==> src/rtl/toggle_event_decoder_if.sv <==
// Valid/ready event handshake between toggle_event_decoder (master) and its
// consumer (slave). pend width follows the decoder's MAX_PEND.
interface toggle_event_decoder_if #(
   parameter int unsigned MAX_PEND = 7
) ();
   localparam int unsigned CW = $clog2(MAX_PEND + 1);

   logic          ev_valid;
   logic          ev_ready;
   logic [CW-1:0] pend;

   modport master (output ev_valid, output pend, input ev_ready);
   modport slave  (input ev_valid, input pend, output ev_ready);
endinterface

==> src/rtl/toggle_event_decoder.sv <==
// Receive side of a toggle-encoded event link. Every level change on tgl_in is
// turned back into one event and queued in a saturating counter that is drained
// through a valid/ready handshake. Also keeps a sticky overflow flag and a
// wrapping lifetime event count.
// Optional feature: define TOGGLE_SYNC_EN to add a 2-flop synchronizer on tgl_in.
module toggle_event_decoder #(
   parameter int unsigned MAX_PEND = 7,
   parameter int unsigned TOT_W    = 16
) (
   input  logic                   clk,
   input  logic                   reset,
   input  logic                   tgl_in,
   input  logic                   ovf_clr,
   toggle_event_decoder_if.master ev_if,
   output logic                   overflow,
   output logic [TOT_W-1:0]       ev_total,
   output logic                   lvl
);

   localparam int unsigned CW = $clog2(MAX_PEND + 1);
   localparam logic [CW-1:0] MaxPend = CW'(MAX_PEND);

   logic             tgl_s;
   logic             tgl_prev_q, tgl_prev_d;
   logic [CW-1:0]    pend_q, pend_d;
   logic             overflow_q, overflow_d;
   logic [TOT_W-1:0] ev_total_q, ev_total_d;
   logic             edge_det;
   logic             valid;
   logic             pop;

`ifdef TOGGLE_SYNC_EN
   logic sync1_q, sync1_d;
   logic sync2_q, sync2_d;

   // Synchronizer next state: plain two-stage shift.
   always_comb begin
      sync1_d = tgl_in;
      sync2_d = sync1_q;
   end

   // Both stages adopt the live level on reset so no stale edge survives it.
   always_ff @(posedge clk) begin
      if (reset) begin
         sync1_q <= tgl_in;
         sync2_q <= tgl_in;
      end else begin
         sync1_q <= sync1_d;
         sync2_q <= sync2_d;
      end
   end

   assign tgl_s = sync2_q;
`else
   assign tgl_s = tgl_in;
`endif

   // Edge detection, handshake pop and queue/overflow/total next state.
   always_comb begin
      valid      = (pend_q != '0);
      edge_det   = tgl_s ^ tgl_prev_q;
      pop        = valid & ev_if.ev_ready;
      tgl_prev_d = tgl_s;
      pend_d     = pend_q;
      overflow_d = overflow_q & ~ovf_clr;
      ev_total_d = ev_total_q + TOT_W'(edge_det);
      if (edge_det && !pop) begin
         if (pend_q < MaxPend) begin
            pend_d = pend_q + CW'(1);
         end else begin
            // Queue full: event is dropped; set beats a simultaneous clear.
            overflow_d = 1'b1;
         end
      end else if (!edge_det && pop) begin
         pend_d = pend_q - CW'(1);
      end
   end

   // State registers; the level present at reset is adopted without an event.
   always_ff @(posedge clk) begin
      if (reset) begin
         tgl_prev_q <= tgl_in;
         pend_q     <= '0;
         overflow_q <= 1'b0;
         ev_total_q <= '0;
      end else begin
         tgl_prev_q <= tgl_prev_d;
         pend_q     <= pend_d;
         overflow_q <= overflow_d;
         ev_total_q <= ev_total_d;
      end
   end

   assign ev_if.ev_valid = valid;
   assign ev_if.pend     = pend_q;
   assign overflow       = overflow_q;
   assign ev_total       = ev_total_q;
   assign lvl            = tgl_prev_q;

endmodule

==> src/flat_wrapper.sv <==
// flat-port wrapper written by rule: the top's interface ports become plain ports
module toggle_event_decoder_flat 
#(
   parameter int unsigned MAX_PEND = 7,
   parameter int unsigned TOT_W    = 16
)
  (clk, reset, tgl_in, ovf_clr, overflow, ev_total, lvl, ev_if_ev_valid, ev_if_pend, ev_if_ev_ready);
  toggle_event_decoder_if #(.MAX_PEND(MAX_PEND)) ev_if_i ();
  input  logic clk;
  input  logic reset;
  input  logic tgl_in;
  input  logic ovf_clr;
  output logic overflow;
  output logic [TOT_W-1:0] ev_total;
  output logic lvl;
  output wire logic [$bits(ev_if_i.ev_valid)-1:0] ev_if_ev_valid;
  output wire logic [$bits(ev_if_i.pend)-1:0] ev_if_pend;
  input wire logic [$bits(ev_if_i.ev_ready)-1:0] ev_if_ev_ready;
  assign ev_if_ev_valid = ev_if_i.ev_valid;
  assign ev_if_pend = ev_if_i.pend;
  assign ev_if_i.ev_ready = ev_if_ev_ready;
  toggle_event_decoder #(.MAX_PEND(MAX_PEND), .TOT_W(TOT_W)) u_core (.clk(clk), .reset(reset), .tgl_in(tgl_in), .ovf_clr(ovf_clr), .ev_if(ev_if_i), .overflow(overflow), .ev_total(ev_total), .lvl(lvl));
endmodule
==> config.mk <==
export PLATFORM = sky130hd
export DESIGN_NAME = toggle_event_decoder_flat
export DESIGN_NICKNAME = d
export VERILOG_FILES = /design/src/rtl/toggle_event_decoder_if.sv /design/src/rtl/toggle_event_decoder.sv /design/src/flat_wrapper.sv
export SDC_FILE = /design/constraint.sdc
export NUM_CORES = 1
export LEC_CHECK = 0
export ABC_AREA = 1
export BUFFER_PORTS_ARGS = -buffer_cell sky130_fd_sc_hd__buf_2
export CORE_AREA = 2 2 57 43
export DETAILED_ROUTE_END_ITERATION = 12
export DIE_AREA = 0 0 59 45
export PLACE_DENSITY = 0.76
export SLEW_MARGIN = 5
export SYNTH_ARGS = -nofsm -noshare
export SYNTH_HDL_FRONTEND = slang
export SYNTH_SLANG_ARGS = --single-unit
==> constraint.sdc <==
create_clock -name clk -period 3 [get_ports clk]
set_input_delay 0.15 -clock clk [delete_from_list [all_inputs] [get_ports clk]]
set_output_delay 0.15 -clock clk [all_outputs]
set_load 0.01 [all_outputs]
==> results.cfg <==
[route]
drt_wl_total_um = 2280
drc = 0
drt-vias-per-instance = 4.81
dr.pass1.iters = 4
vias = 1011
drt_iter0_drc = 34
wire_per_inst_um = 10.9
drtAntennaViolNets = 0

[power_and_ir_drop]
switching_share = 0.312
pwr-share-comb = 0.212
p_seq_frac = 0.546
max-vdd-ir-drop_mv = 0.340
power_density_mw_per_mm2 = 441
p_leak_uw = 0.000637
p_int_uw = 385
pwr-share-clk = 0.241
p_sw_uw = 175

[timing]
rsz0062_at_grt = false
hold_ws_ns = 0.140
period_needed_ns = 1.95
finClkSkew_ns = 0.00883
drv_slew = 0
tightest_slew_ns = 0.340
finalHoldViolCount = 0
max_freq_ghz = 0.513
final-setup-viol-count = 0
slew_headroom = 0.773
tns_ns = 0
fin_crit_sh = 0.650

[synthesis]
syn-cell-area_sq_mm = 0.00108
syn_inst = 157
synth_area_leaders = dfxtp_1, nand2_1, inv_1, nor2_1, nand3_1
yosys_register_bits = 21
synth_area_leader_cell = dfxtp_1
yosysWarnings = 0
synthesis.nets = 165
synth.distinct_cells = 22
yosysSeqAreaShare = 0.388
synth.avg_cell_area_sq_um = 6.89
synth.top_cell.area_share = 0.388

[critical_path]
crit_path_start_kind = input pin
endpoint_kind = flip-flop
crit_fanout = 6
worstPathRequired_ns = 3.21
path_class = in2reg
arrival_ns = 2.16

[die]
rows = 14
die_h_um = 45
core_sq_mm = 0.00207
pin_count = 27
initial_core_util = 0.524
die_w_um = 59
fp.dieArea_sq_mm = 0.00266

[clocking]
clkSlewWorstSetupHoldPaths_ns = 0.12
tritoncts = built
clk_latency_ns = 0.30
clock_path_buffers = 2
cts_root_buffer = clkbuf_4
clock_sink_count = 21
h-tree-depth = 1
ctsResizeCount = 0
cts_buffers = 3
postCtsSetupBuffers = 0

[placement]
hpwl_um = 1770
portBuffers = 26
routabilityCongestion = 0.881

[cells_and_area]
drive_gt1_frac = 0.215
post-route-util = 0.615
syn_to_final_growth_pct = 17.5
nNetsFinal = 195
n_antenna_cell = 0

[global_route]
antenna_found_initial = 0
grt_max_degree = 13
grt_overflow_total = 0
grt_pass1_vias = 833
track_usage = 0.184
grt_pass1_wl_um = 3710

[hold_path]
holdCritPathClass = in2reg

[run]
cap_violations = 0

[outcome]
status = finished clean
## worst max-delay path, stage by stage
cell	delay, ns
dlygate4sd3_1	0.53
buf_2	0.14
inv_1	0.06
nand2_1	0.05
nand2_1	0.16
ha_1	0.20
ha_1	0.15
inv_1	0.06
nor2_2	0.21
nand3_2	0.16
inv_1	0.11
nand3_1	0.08
nand2_1	0.06
nor2_1	0.04
## final timing paths
path	startpoint	depth (start not counted)	end	slack (ns)
worst max-delay path	tgl_in	14	u_core.ev_total[14]	1.05
worst max register to register	u_core.lvl	12	u_core.ev_total[14]	1.22
worst min-delay path	reset	2	u_core.ev_total[11]	0.14
worst min register to register	u_core.ev_total[13]	2	u_core.ev_total[13]	0.48
## repair_timing
action | 4_1_cts | 5_1_grt
setup endpoints to repair | 0 | 0
hold endpoints to repair | 1 | 0
hold buffers | 1 | 0
## cells by family (layout without fill, tap and decap cells)
logic type / count (synthesis) / count (layout) / synth area share
AND/OR/NAND/NOR: 75 / 75 / 0.324
flip-flops: 21 / 21 / 0.388
AO/OA/AOI/OAI: 23 / 23 / 0.117
XOR/XNOR: 3 / 3 / 0.0243
adder cells (fa/ha/maj): 3 / 3 / 0.0347
buffers and inverters: 32 / 61 / 0.112
## metrics by stage
stage	std cells	cell area [sq um]	setup slack (ns)	power, uW
3_5_place_dp	205	1230	1.22	428
3_3_place_gp	205	1230	1.31	424
6_report	210	1270	1.05	560
4_1_cts	210	1270	1.06	564
5_1_grt	210	1270	0.888	598
2_1_floorplan	157	1080	1.39	391
## Yosys cell counts (all sizes together)
master,number
inv,30
buf,1
o21ai,10
nand3,15
dfxtp,21
nor3,3
o21a,2
ha,3
nor2,21
clkbuf,1
nand4,2
nand2,33
nor3b,1
a21oi,10
a211oi,1
xor2,3
## flip-flops by register name (all words and copies together) (netlist names)
signal and count:
u_core.ev_if.pend 3, u_core.ev_total 16, u_core.lvl 1, u_core.overflow 1
## power groups by stage
stage               logic, uW  clock network, uW  registers [uW]
floorplan                75.0                  0             316
global placement          113                  0             311
detailed placement        116                  0             312
CTS                       118                140             306
global route              137                152             309
finish                    119                135             306
## layout make-up
type / count / area, sq um
repair buffers: 27 / 140
well taps: 24 / 30.0
flip-flops and latches: 21 / 420
fillers: 204 / 796
clock buffers: 3 / 22.5
inverters: 30 / 113
multi-input cells: 104 / 541
clock inverters: 1 / 5.00
## cell usage in the layout (no fill, tap or decap), types with 3 or more instances in the layout
master,netlist,layout
inv_1,28,28
nand3_2,3,3
o21ai_0,9,9
buf_2,1,26
a21oi_1,10,10
clkbuf_4,0,3
xor2_1,3,3
nand3_1,12,12
ha_1,3,3
nand2_1,33,33
nor2_1,18,18
dfxtp_1,21,21
## routing by layer
| layer | wire (um) | GRT usage |
|---|---|---|
| met1 | 1190 | 0.275 |
| met2 | 983 | 0.276 |
| met3 | 102 | 0.0516 |
| met4 | 8 | 0.0136 |
| met5 | 0 | 0 |
No activity file was read; power rests on OpenSTA's default activity.
